--- config.mk ---
export PLATFORM = sky130hd
export DESIGN_NAME = traffic_phase_scheduler_flat
export DESIGN_NICKNAME = d
export VERILOG_FILES = /design/src/rtl/traffic_phase_scheduler_pkg.sv /design/src/rtl/traffic_phase_scheduler_if.sv /design/src/rtl/traffic_phase_scheduler_phase_timer.sv /design/src/rtl/traffic_phase_scheduler.sv /design/src/flat_wrapper.sv
export SDC_FILE = /design/constraint.sdc
export NUM_CORES = 1
export LEC_CHECK = 0
export BUFFER_PORTS_ARGS = -buffer_cell sky130_fd_sc_hd__buf_2
export CAP_MARGIN = 15
export CORE_MARGIN = 3
export CORE_UTILIZATION = 50
export DETAILED_ROUTE_END_ITERATION = 16
export GPL_ROUTABILITY_DRIVEN = 0
export PLACE_DENSITY = 0.73
export SKIP_CTS_REPAIR_TIMING = 1
export SYNTH_ARGS = -nofsm -noshare
export SYNTH_HDL_FRONTEND = slang
export SYNTH_SLANG_ARGS = --single-unit
--- constraint.sdc ---
create_clock -name clk -period 3.8 [get_ports clk]
set_clock_uncertainty 0.05 [all_clocks]
set_input_delay 0.57 -clock clk [delete_from_list [all_inputs] [get_ports clk]]
set_output_delay 0.57 -clock clk [all_outputs]
set_load 0.01 [all_outputs]
--- src/rtl/traffic_phase_scheduler_pkg.sv ---
// Shared types for the traffic phase scheduler: FSM state encoding, phase
// (owner) encoding, lamp vector width and small combinational helpers.
// Optional feature macro used by this slice: EMERGENCY_PREEMPT_EN.
package traffic_pkg;

  typedef enum logic [1:0] {
    ST_ALL_RED = 2'd0,
    ST_GREEN   = 2'd1,
    ST_YELLOW  = 2'd2,
    ST_WALK    = 2'd3
  } state_e;

  localparam logic [1:0] PH_ROAD1 = 2'd0;
  localparam logic [1:0] PH_ROAD2 = 2'd1;
  localparam logic [1:0] PH_ROAD3 = 2'd2;
  localparam logic [1:0] PH_PED   = 2'd3;

  localparam int LAMP_W = 3;

  typedef struct packed {
    logic [LAMP_W-1:0] green;
    logic [LAMP_W-1:0] yellow;
    logic [LAMP_W-1:0] red;
    logic              walk;
    logic              dont_walk;
  } lamps_t;

  // One-hot mask of a phase owner over the four request lines.
  function automatic logic [3:0] ph_onehot(input logic [1:0] ph);
    return 4'b0001 << ph;
  endfunction

  // Round-robin pick over pend starting at (ph+1) mod 4; the owner itself is
  // searched last. Result is {found, index}.
  function automatic logic [2:0] rr_pick(input logic [3:0] pend, input logic [1:0] ph);
    logic [2:0] res;
    logic [1:0] idx;
    res = 3'b000;
    for (int k = 4; k >= 1; k--) begin
      idx = ph + 2'(k);
      if (pend[idx]) begin
        res = {1'b1, idx};
      end else begin
        res = res;
      end
    end
    return res;
  endfunction

  // Lamp pattern for a given state/owner; anything that is not a valid
  // green/yellow/walk owner falls back to all-red, dont_walk.
  function automatic lamps_t lamps_for(input state_e st, input logic [1:0] ph);
    lamps_t            l;
    logic [3:0]        oh;
    oh          = ph_onehot(ph);
    l.green     = {LAMP_W{1'b0}};
    l.yellow    = {LAMP_W{1'b0}};
    l.red       = {LAMP_W{1'b1}};
    l.walk      = 1'b0;
    l.dont_walk = 1'b1;
    case (st)
      ST_GREEN: begin
        l.green = oh[LAMP_W-1:0];
        l.red   = ~oh[LAMP_W-1:0];
      end
      ST_YELLOW: begin
        l.yellow = oh[LAMP_W-1:0];
        l.red    = ~oh[LAMP_W-1:0];
      end
      ST_WALK: begin
        l.walk      = 1'b1;
        l.dont_walk = 1'b0;
      end
      default: begin
        l.walk      = 1'b0;
      end
    endcase
    return l;
  endfunction

endpackage

--- src/rtl/traffic_phase_scheduler_if.sv ---
// Bus between the traffic phase scheduler and its environment: timebase,
// requests, acks, lamps and status. The emergency pair exists only when
// EMERGENCY_PREEMPT_EN is defined.
interface traffic_phase_scheduler_if;
  import traffic_pkg::*;

  logic              tick;
  logic [3:0]        req;
  logic [3:0]        ack;
  logic [LAMP_W-1:0] green;
  logic [LAMP_W-1:0] yellow;
  logic [LAMP_W-1:0] red;
  logic              walk;
  logic              dont_walk;
  logic [1:0]        phase;
  logic [1:0]        state_o;
`ifdef EMERGENCY_PREEMPT_EN
  logic              emg_req;
  logic [1:0]        emg_road;
`endif

  modport master (
`ifdef EMERGENCY_PREEMPT_EN
    output emg_req, output emg_road,
`endif
    output tick, output req,
    input  ack, input green, input yellow, input red,
    input  walk, input dont_walk, input phase, input state_o
  );

  modport slave (
`ifdef EMERGENCY_PREEMPT_EN
    input  emg_req, input emg_road,
`endif
    input  tick, input req,
    output ack, output green, output yellow, output red,
    output walk, output dont_walk, output phase, output state_o
  );

endinterface

--- src/rtl/traffic_phase_scheduler_phase_timer.sv ---
// Phase timer: counts ticks since the last clear and holds at LIMIT.
module phase_timer #(
  parameter int LIMIT = 15
) (
  input  logic       clk,
  input  logic       rst,
  input  logic       i_tick,
  input  logic       i_clr,
  output logic [3:0] o_count
);

  logic [3:0] r_count;

  // Clear dominates; otherwise advance on tick until the limit is reached.
  always_ff @(posedge clk) begin
    if (!rst) begin
      r_count <= 4'd0;
    end else if (i_clr) begin
      r_count <= 4'd0;
    end else if (i_tick && (r_count < 4'(LIMIT))) begin
      r_count <= r_count + 4'd1;
    end else begin
      r_count <= r_count;
    end
  end

  assign o_count = r_count;

endmodule

--- src/rtl/traffic_phase_scheduler.sv ---
// Traffic phase scheduler: three roads plus a pedestrian phase served
// round-robin, with minimum/maximum green, yellow and walk intervals.
// Optional emergency preemption is compiled in with EMERGENCY_PREEMPT_EN.
module traffic_phase_scheduler
  import traffic_pkg::*;
#(
  parameter int GREEN_MIN = 4,
  parameter int GREEN_MAX = 12,
  parameter int YELLOW_T  = 3,
  parameter int WALK_T    = 6
) (
  input  logic                      clk,
  input  logic                      rst,
  traffic_phase_scheduler_if.slave  bus
);

  state_e     r_state;
  logic [1:0] r_phase;
  logic [3:0] r_pend;
  logic [3:0] r_ack;
  lamps_t     r_lamps;

  state_e     w_next_state;
  logic [1:0] w_next_phase;
  logic [3:0] w_grant;
  logic [3:0] w_count;
  logic [4:0] w_t_inc;
  logic [2:0] w_pick;
  logic       w_rival;
  logic       w_state_chg;

  phase_timer #(.LIMIT(GREEN_MAX)) u_timer (
    .clk     (clk),
    .rst     (rst),
    .i_tick  (bus.tick),
    .i_clr   (w_state_chg),
    .o_count (w_count)
  );

  // Next state, next owner and grant mask; w_t_inc is the tick count
  // including the current tick, so an interval of N ends on its N-th tick.
  always_comb begin
    w_next_state = r_state;
    w_next_phase = r_phase;
    w_grant      = 4'b0000;
    w_pick       = rr_pick(r_pend, r_phase);
    w_t_inc      = {1'b0, w_count} + 5'd1;
    w_rival      = |(r_pend & ~ph_onehot(r_phase));
    case (r_state)
      ST_ALL_RED: begin
        if (!bus.tick) begin
          w_next_state = ST_ALL_RED;
        end
`ifdef EMERGENCY_PREEMPT_EN
        else if (bus.emg_req) begin
          w_next_state = ST_GREEN;
          w_next_phase = bus.emg_road;
          w_grant      = r_pend & ph_onehot(bus.emg_road);
        end
`endif
        else if (w_pick[2]) begin
          w_next_phase = w_pick[1:0];
          w_grant      = ph_onehot(w_pick[1:0]);
          w_next_state = (w_pick[1:0] == PH_PED) ? ST_WALK : ST_GREEN;
        end else begin
          // Nothing pending: rotate to the next road, pedestrian wraps to road 1.
          w_next_state = ST_GREEN;
          w_next_phase = ((r_phase == PH_ROAD3) || (r_phase == PH_PED)) ? PH_ROAD1 : (r_phase + 2'd1);
        end
      end
      ST_GREEN: begin
        if (!bus.tick) begin
          w_next_state = ST_GREEN;
        end
`ifdef EMERGENCY_PREEMPT_EN
        else if (bus.emg_req) begin
          w_next_state = (r_phase != bus.emg_road) ? ST_YELLOW : ST_GREEN;
        end
`endif
        else if (w_rival && ((w_t_inc >= 5'(GREEN_MIN)) || (w_count == 4'(GREEN_MAX)))) begin
          w_next_state = ST_YELLOW;
        end else begin
          w_next_state = ST_GREEN;
        end
      end
      ST_YELLOW: begin
        if (bus.tick && (w_t_inc >= 5'(YELLOW_T))) begin
          w_next_state = ST_ALL_RED;
        end else begin
          w_next_state = ST_YELLOW;
        end
      end
      ST_WALK: begin
        if (!bus.tick) begin
          w_next_state = ST_WALK;
        end
`ifdef EMERGENCY_PREEMPT_EN
        else if (bus.emg_req) begin
          w_next_state = ST_ALL_RED;
        end
`endif
        else if (w_t_inc >= 5'(WALK_T)) begin
          w_next_state = ST_ALL_RED;
        end else begin
          w_next_state = ST_WALK;
        end
      end
      default: begin
        w_next_state = ST_ALL_RED;
      end
    endcase
    w_state_chg = (w_next_state != r_state);
  end

  // FSM state, owner, pending latch, ack pulse and lamps, all registered
  // together so lamps change in the same cycle as the state. A pending bit
  // is cleared in the cycle its ack is visible, overriding a same-cycle req.
  always_ff @(posedge clk) begin
    if (!rst) begin
      r_state <= ST_ALL_RED;
      r_phase <= PH_PED;
      r_pend  <= 4'b0000;
      r_ack   <= 4'b0000;
      r_lamps <= lamps_for(ST_ALL_RED, PH_PED);
    end else begin
      r_state <= w_next_state;
      r_phase <= w_next_phase;
      r_pend  <= (r_pend | bus.req) & ~r_ack;
      r_ack   <= w_grant;
      r_lamps <= lamps_for(w_next_state, w_next_phase);
    end
  end

  assign bus.ack       = r_ack;
  assign bus.green     = r_lamps.green;
  assign bus.yellow    = r_lamps.yellow;
  assign bus.red       = r_lamps.red;
  assign bus.walk      = r_lamps.walk;
  assign bus.dont_walk = r_lamps.dont_walk;
  assign bus.phase     = r_phase;
  assign bus.state_o   = r_state;

endmodule

--- src/flat_wrapper.sv ---
// flat-port wrapper written by rule: the top's interface ports become plain ports
module traffic_phase_scheduler_flat import traffic_pkg::*;
#(
  parameter int GREEN_MIN = 4,
  parameter int GREEN_MAX = 12,
  parameter int YELLOW_T  = 3,
  parameter int WALK_T    = 6
)
  (clk, rst, bus_tick, bus_req, bus_ack, bus_green, bus_yellow, bus_red, bus_walk, bus_dont_walk, bus_phase, bus_state_o);
  traffic_phase_scheduler_if bus_i ();
  input  logic clk;
  input  logic rst;
  input wire logic [$bits(bus_i.tick)-1:0] bus_tick;
  input wire logic [$bits(bus_i.req)-1:0] bus_req;
  output wire logic [$bits(bus_i.ack)-1:0] bus_ack;
  output wire logic [$bits(bus_i.green)-1:0] bus_green;
  output wire logic [$bits(bus_i.yellow)-1:0] bus_yellow;
  output wire logic [$bits(bus_i.red)-1:0] bus_red;
  output wire logic [$bits(bus_i.walk)-1:0] bus_walk;
  output wire logic [$bits(bus_i.dont_walk)-1:0] bus_dont_walk;
  output wire logic [$bits(bus_i.phase)-1:0] bus_phase;
  output wire logic [$bits(bus_i.state_o)-1:0] bus_state_o;
  assign bus_i.tick = bus_tick;
  assign bus_i.req = bus_req;
  assign bus_ack = bus_i.ack;
  assign bus_green = bus_i.green;
  assign bus_yellow = bus_i.yellow;
  assign bus_red = bus_i.red;
  assign bus_walk = bus_i.walk;
  assign bus_dont_walk = bus_i.dont_walk;
  assign bus_phase = bus_i.phase;
  assign bus_state_o = bus_i.state_o;
  traffic_phase_scheduler #(.GREEN_MIN(GREEN_MIN), .GREEN_MAX(GREEN_MAX), .YELLOW_T(YELLOW_T), .WALK_T(WALK_T)) u_core (.clk(clk), .rst(rst), .bus(bus_i));
endmodule
======== Word-level counts from Yosys, hierarchy flattened ========
Index checks and enable logic that the tools add are counted.
storage, ports and cells
  bits in registers ....................... 27
  input bits .............................. 7
  output and inout port bits .............. 19
  word-level logic and storage cells ...... 84
operators by class
  add/subtract/negate cells ............... 5
  magnitude comparators ................... 8
  equality and inequality tests ........... 11
  shifts and indexed selects .............. 3
  mux-type cells .......................... 27
  bitwise gates (word level) .............. 7
  reductions and logical operators ........ 13
operator list
  cell                                                                    number
  2-bit 2-to-1 mux                                                        12
  2-bit == test (second input constant)                                   7
  2-bit by 3-bit < comparator with 1-bit output (second input constant)   4
  3-bit 2-to-1 mux                                                        4
  5-bit by 3-bit >= comparator with 1-bit output (second input constant)  2
  4-bit bitwise AND                                                       2
  1-bit binary-select mux with 2-bit select                               4
  4-bit NOT                                                               2
  2-bit case mux with 4 select lines                                      1
  1-bit by 2-bit << shifter with 4-bit output (first input constant)      2
  1-bit 2-to-1 mux                                                        6
  2-bit AND reduction                                                     3
  4-bit by 1-bit adder with 5-bit output (second input constant)          1
  5-bit by 2-bit >= comparator with 1-bit output (second input constant)  1
  2-bit adder (second input constant)                                     2
  4-bit by 1-bit adder with 4-bit output (second input constant)          1
  2-bit by 1-bit == test with 1-bit output (second input constant)        2
  4-bit == test (second input constant)                                   1
  4-bit < comparator (second input constant)                              1
  4-bit bitwise OR                                                        1
  4-bit AND reduction                                                     1
  2-bit OR reduction                                                      2
  4-bit OR reduction                                                      1
  1-bit logical AND                                                       3
  7 further kinds                                                         8

======== Logic depth before layout (Yosys ltp) ========
Gate-level depths: netlist of run 1.
  word-level depth ........................ 14
  gate-level depth with buffers ........... 11
  depth with buffers taken out ............ 10

======== By module ========
From an unflattened synthesis of run 1, not the netlist that was laid out.
unflattened totals
  cell total of the unflattened synthesis .. 170
  area, all modules ....................... 1545.2 um^2
modules (own cells, without submodules)
  module                   instances  cells an instance  area an instance (um^2)  seq. area each (um^2)
  traffic_phase_scheduler  1          152                1355.0                   460.4
  phase_timer              1          18                 190.2                    80.1

======== Least setup slack after synthesis of run 1 ========
OpenSTA, ideal clock, no wires.
  path type ............................... flip-flop to flip-flop
  from .................................... register u_core.r_phase[0], in the netlist u_core.bus.phase[0]
  to ...................................... register u_core.r_lamps (netlist bit u_core.bus.red[0])
  library setup time ...................... 0.139 ns
  arrival time ............................ 2.569 ns
  data required time ...................... 3.611 ns
  path slack .............................. 1.042 ns
  cell stages (with the launch flop) ...... 11
  buffers on the path ..................... 0
  clock period less this slack ............ 2.758 ns
  cells stage by stage .................... dfxtp_1 -> inv_2 -> ha_1 -> nand2_1 -> nand3_1 -> a31oi_1 -> and3b_1 -> or3_1 -> ha_1 -> nor2b_1 -> nand3_1
between the ends
  longest elaborated chain between the ends .. 14
  elaborated cells on any way between the ends .. 40
  classes of those cells .................. 3 x add/sub; 5 x eq/ne; 2 x shift; 22 x mux; 3 x bitwise; 5 x reduce/logical
ends and longest elaborated chain
  item                                                                           line                                                                  RTL
  from (decl)                                                                    traffic_phase_scheduler.sv:18                                         logic [1:0] r_phase;
  from (signal assigned)                                                         traffic_phase_scheduler.sv:127                                        r_phase <= w_next_phase;
  2-bit adder or 1-bit binary-select mux with 2-bit select (tied branches)       traffic_phase_scheduler_pkg.sv:40, traffic_phase_scheduler_pkg.sv:41
  1-bit binary-select mux with 2-bit select or 1-bit 2-to-1 mux (tied branches)  traffic_phase_scheduler_pkg.sv:41                                     if (pend[idx]) begin
  1-bit 2-to-1 mux (not written as such) or 3-bit 2-to-1 mux (tied branches)     traffic_phase_scheduler_pkg.sv:41
  3-bit 2-to-1 mux (3 in a row)                                                  traffic_phase_scheduler_pkg.sv:41
  2-bit == test                                                                  traffic_phase_scheduler.sv:64                                         w_next_state = (w_pick[1:0] == PH_PED) ? ST_WALK : ST_GREEN;
  2-bit 2-to-1 mux                                                               traffic_phase_scheduler.sv:64
  2-bit 2-to-1 mux                                                               traffic_phase_scheduler.sv:61                                         else if (w_pick[2]) begin
  2-bit 2-to-1 mux                                                               traffic_phase_scheduler.sv:51                                         if (!bus.tick) begin
  2-bit case mux with 4 select lines                                             traffic_phase_scheduler.sv:49                                         case (r_state)
  2-bit by 1-bit == test with 1-bit output or 2-bit == test (tied branches)      traffic_phase_scheduler_pkg.sv:61                                     case (st)
  2-bit OR reduction (no source line)                                            n/a
  2-bit AND reduction (no source line)                                           n/a
  to (signal assigned)                                                           traffic_phase_scheduler.sv:124                                        r_lamps <= lamps_for(ST_ALL_RED, PH_PED);
  to (signal assigned)                                                           traffic_phase_scheduler.sv:130                                        r_lamps <= lamps_for(w_next_state, w_next_phase);
  to (decl)                                                                      traffic_phase_scheduler.sv:21                                         lamps_t r_lamps;
Several ways; a longest one is shown, not always the timed one. The select of a mux whose other input is x is not followed.
A chain may end at the register's enable or synchronous reset.

======== Worst setup path after layout of run 1 ========
  from .................................... register u_core.r_phase[1], in the netlist u_core.bus.phase[1]
  to ...................................... register u_core.r_lamps (netlist bit u_core.bus.red[2])
The elaborated chain is that of the path after synthesis.

==> out/metrics.cfg, run 1 <==
[floorplan]
die-area_mm2 = 0.00342
start_util_pct = 54.0
rows = 18
num_io_pins = 26
die_h_um = 58.4
core_area_mm2 = 0.00254
die_w_um = 58.4

[placement]
place_inst = 203
dp_hpwl_mm = 2.05
dp_slack_ns = 0.760
numPortBuffers = 25
place_area_mm2 = 0.00152

[worst_hold_path]
hp-start = u_core.bus.ack[3]
hp-class = reg -> reg

[routing]
routed_wl_mm = 2.73
postRouteAntennaNets = 0
drc_errors = 0
viasPerCell = 5.76
drtIter0Drc = 37
vias = 1192
wl_per_cell_um = 13.2
drt_pre_antenna_iters = 4

[pwr]
p_leak_nw = 0.694
vdd_drop_max_mv = 0.311
power_mw = 0.665
power_density_mw_per_mm2 = 431

[yosys]
ys_seq_area_share_pct = 39.3
synthDistinctLibCells = 43
ys_seq_elements = 27
ys_async_sr_fraction_pct = 0
synthFlopType = dfxtp_1
yosysWarnings = 0
synth_nets = 170
synth_area_mm2 = 0.00138
avgSynthCellArea_um2 = 9.11
synth_edf_count = 0
netlist_instances = 151

[worst_setup_path]
endpoint_kind = flip-flop
cp-start-kind = flip-flop
r2r-start = u_core.bus.phase[1]
critical_path_arrival_ns = 3.22
critical_path_class = reg -> reg
path_max_fanout = 10
crit_required_ns = 3.95
cp-startpoint = u_core.bus.phase[1]

[run]
maxCapViolCount = 0

[layout]
synthToLayoutAreaGrowth_pct = 12.3
multi_input_area_um2 = 781
drive_gt1_share_pct = 20.9
fin_cells = 207
final_area_mm2 = 0.00154
nets = 197
fill_cells = 211
seq_area_um2 = 541
num_antenna_cells = 0

[timing]
fin_ws_ns = 0.731
grt_setup_unrepaired = false
max_freq_mhz = 326
worst_pin_slew_ns = 0.597
slew_viol_final = 0
layout_min_cycle_time_ns = 3.07
relSlewSlack_pct = 60.0
setup_viol = 0
hold_viol_final = 0
tns_ns = 0
fin_crit_sh_pct = 80.8

[grt]
grt_max_degree = 15
met3_usage_pct = 3.07
grt_pass1_wl_mm = 4.50
met2_usage_pct = 27.0
grt.overflow.total = 0
grt_pass1_vias = 1019
track_usage_pct = 16.8
busiest_layer = met2
met1_usage_pct = 22.7
antenna_found_initial = 0

[clock_network]
cts_buffers = 3
tritoncts = done
cts.sinks = 27
clkLatencyLatePin_ns = 0.32
clkTransAtPathRegs_ns = 0.14
cts.path.max_buffers = 2
cts_root_buffer = clkbuf_4
h-tree-depth = 1

[outcome]
outcome = finished, final reports clean

[layer usage]
layer	share of wire [%]	routed length (um)	vias up
met4	0.84	23	0
met5	0	0	-
met1	47	1290	555
li1	-	-	591
met3	6.1	168	4
met2	46	1250	42
[per-stage QoR]
step	hold slack [ns]	utilization [%]
finish	0.375	60.7
detailed placement	0.355	59.6
floorplan	0.416	-
global placement	0.351	59.6
global route	0.387	60.7
CTS	0.379	60.7
[kinds of logic (layout without fill, tap and decap cells)]
group / Yosys count / in the layout / synth area share [%]
XOR/XNOR: 1 / 1 / 0.637
AO/OA/AOI/OAI: 29 / 29 / 16.2
buffers and inverters: 12 / 38 / 3.91
AND/OR/NAND/NOR: 65 / 65 / 25.0
flip-flops: 27 / 27 / 39.3
adder cells (fa/ha/maj): 12 / 12 / 10.9
multiplexers: 5 / 5 / 4.00
[cell usage after synthesis, types with 2 or more instances]
master,n,area share [%]
inv_1,8,2.2
nor3_1,12,4.4
nor3b_1,5,2.7
nor2_1,12,3.3
nand3_1,6,2.2
o21ai_1,2,0.73
a211oi_1,2,1.1
o211ai_1,2,1.1
dfxtp_1,27,39
and2_1,2,0.91
nand2b_1,4,1.8
nand2_1,11,3.0
or2_2,2,0.91
ha_1,12,11
nor2b_1,4,1.8
a31oi_1,4,1.8
mux2i_1,4,2.9
a21oi_1,7,2.5
[flip-flops by register name, summed over array words and instances, names as in the netlist]
| name | flops |
|---|---|
| u_core.bus.ack | 4 |
| u_core.bus.dont_walk | 1 |
| u_core.bus.green | 3 |
| u_core.bus.phase | 2 |
| u_core.bus.red | 3 |
| u_core.bus.state_o | 2 |
| u_core.bus.walk | 1 |
| u_core.bus.yellow | 3 |
| u_core.r_pend | 4 |
| u_core.u_timer.o_count | 4 |
[where the power goes]
group / switching [mW] / internal, mW
Combinational: 0.121 / 0.0858
Clock: 0.0794 / 0.0411
Sequential: 0.0297 / 0.308
[final timing paths]
path / to / slack, ns / cells after the start
max reg2reg: u_core.bus.red[2] / 0.73 / 10
max: u_core.bus.red[2] / 0.73 / 10
min: u_core.r_pend[3] / 0.38 / 1
min reg2reg: u_core.r_pend[3] / 0.38 / 1
[critical path: stages, from the launching register on]
cell	delay, ns
dfxtp_1	0.56
inv_1	0.15
ha_1	0.36
nand2_1	0.09
nand3_1	0.08
a31oi_1	0.47
and3b_1	0.26
or3_1	0.34
ha_1	0.29
nor2b_1	0.19
nand3_1	0.11
[final cells by class]
cell class,instances,share of cell area (%)
inverter,9,2.19
tap,30,2.43
multi-input combinational,112,50.6
clock buffer,4,1.70
sequential,27,35.0
timing repair buffer,25,8.10
[placed cells by master, fill, tap and decap left out, types with 2 or more instances in the layout]
cell type / instances
clkbuf_4: 3
inv_1: 8
nand2b_1: 4
nor3b_1: 5
dfxtp_1: 27
nand3_1: 6
nor2_1: 12
or2_2: 2
a31oi_1: 4
o21ai_1: 2
a211oi_1: 2
a21oi_1: 7
nand2_1: 11
nor2b_1: 4
and2_1: 2
nor3_1: 12
mux2i_1: 4
buf_2: 25
ha_1: 12
o211ai_1: 2
Note: power is estimated with default switching activity, not from simulation.
==> inputs of run 2 (changes only) <==
--- a/config.mk
+++ b/config.mk
@@ -8,10 +8,10 @@
 export BUFFER_PORTS_ARGS = -buffer_cell sky130_fd_sc_hd__buf_2
 export CAP_MARGIN = 15
 export CORE_MARGIN = 3
-export CORE_UTILIZATION = 50
+export CORE_UTILIZATION = 49
 export DETAILED_ROUTE_END_ITERATION = 16
 export GPL_ROUTABILITY_DRIVEN = 0
-export PLACE_DENSITY = 0.73
+export PLACE_DENSITY = 0.75
 export SKIP_CTS_REPAIR_TIMING = 1
 export SYNTH_ARGS = -nofsm -noshare
 export SYNTH_HDL_FRONTEND = slang
==> constraint.sdc (replaced) <==
create_clock -name clk -period 2.5 [get_ports clk]
set_clock_uncertainty 0.05 [all_clocks]
set_input_delay 0.375 -clock clk [delete_from_list [all_inputs] [get_ports clk]]
set_output_delay 0.375 -clock clk [all_outputs]
set_load 0.01 [all_outputs]
==> out/metrics.cfg, run 2 (same netlist as run 1, synthesis figures left out) <==
[outcome]
outcome = finished, final reports clean

[grt]
met2_usage_pct = 34.7
antenna_found_initial = 0
grt_pass1_wl_mm = 5.28
met3_usage_pct = 4.14
grt_max_degree = 15
met1_usage_pct = 23.0
busiest_layer = met2
track_usage_pct = 20.0
grt_pass1_vias = 1229
grt.overflow.total = 0

[floorplan]
rows = 18
die_w_um = 59.0
start_util_pct = 53.6
die_h_um = 59.0
core_area_mm2 = 0.00257
num_io_pins = 26
die-area_mm2 = 0.00348

[timing]
slew_viol_final = 0
relSlewSlack_pct = 62.7
worst_pin_slew_ns = 0.556
grt_setup_unrepaired = true
fin_crit_sh_pct = 98.1
setup_viol = 0
hold_viol_final = 0
max_freq_mhz = 408
layout_min_cycle_time_ns = 2.45

[layout]
layout_commonest_cell = buf_2
multi_input_area_um2 = 823
nets = 214
fin_cells = 224
final_cell_mix = buf_2, dfxtp_1, buf_4
fin_util_pct = 67.4
drive_gt1_share_pct = 34.5
seq_area_um2 = 551
synthToLayoutAreaGrowth_pct = 25.8
fill_cells = 209
num_antenna_cells = 0
final_area_mm2 = 0.00173

[worst_setup_path]
max_stage_delay_ns = 0.41
critical_path_class = reg -> reg
cp-start-kind = flip-flop
cp_top_family = simple AND/OR/NAND/NOR gates
endpoint_kind = flip-flop
slowest_stage = dfxtp_4
crit_chain = inv_4, ha_4, mux2i_2, a221oi_4, a31oi_2, and3b_1, or3_4, ha_1, nor2b_2, nand3_1
path_max_fanout = 5
critical_path_arrival_ns = 2.62
crit_required_ns = 2.67
rrSetupSlack_ns = 0.05
cp_num_buf_inv = 1

[routing]
viasPerCell = 5.73
routed_wl_mm = 3.12
drt_pre_antenna_iters = 4
vias = 1284
drtIter0Drc = 39
wl_per_cell_um = 13.9
postRouteAntennaNets = 0
drc_errors = 0

[clock_network]
clkLatencyLatePin_ns = 0.33
cts.sinks = 27
tritoncts = done
clkTransAtPathRegs_ns = 0.15
h-tree-depth = 1
cts_buffers = 3
cts_root_buffer = clkbuf_4
cts.path.max_buffers = 2

[pwr]
p_leak_nw = 0.773
power_density_mw_per_mm2 = 646
vdd_drop_max_mv = 0.399

[placement]
place_inst = 215
numPortBuffers = 25
dp_hpwl_mm = 2.44
place_area_mm2 = 0.00164

[worst_hold_path]
hp-class = in -> reg

[run]
maxCapViolCount = 0

## run 2: layout make-up
cell class                 instances  area share [%]
multi-input combinational        112            47.6
sequential                        27            31.8
timing repair buffer              42            14.8
tap                               30            2.17
inverter                           9            2.10
clock buffer                       4            1.52
## run 2: power breakdown
group | total [mW] | switching (mW) | internal (mW)
Clock | 0.189 | 0.127 | 0.0626
Sequential | 0.505 | 0.0342 | 0.471
Combinational | 0.424 | 0.224 | 0.200
## run 2: tightest hold or removal path, delay by kind of cell
| kind | cells | cell delay (ns) |
|---|---|---|
| simple gates | 2 | 0.12 |
| buf+inv | 1 | 0.09 |
## run 2: final timing paths
path,start,end,depth (start not counted)
max,u_core.bus.phase[1],u_core.bus.red[0],10
min,bus_req[1],u_core.r_pend[1],3
max reg2reg,u_core.bus.phase[1],u_core.bus.red[0],10
min reg2reg,u_core.bus.ack[0],u_core.r_pend[0],1
## run 2: stage by stage
stage | TNS (ns) | power (mW) | hold slack (ns) | worst slack, ns
floorplan | -0.0151 | 0.772 | 0.416 | -0.00757
finish | 0 | 1.12 | 0.238 | 0.0481
global placement | 0 | 0.892 | 0.352 | 0.0589
detailed placement | 0 | 0.909 | 0.356 | 0.00209
CTS | -0.0286 | 1.09 | 0.244 | -0.0163
global route | -0.134 | 1.19 | 0.244 | -0.0539
## run 2: per-layer routing
metal	vias to the layer above	share of wire, %
li1	626	-
met1	603	41
met2	47	50
met3	8	7.5
met4	0	2.3
met5	-	0
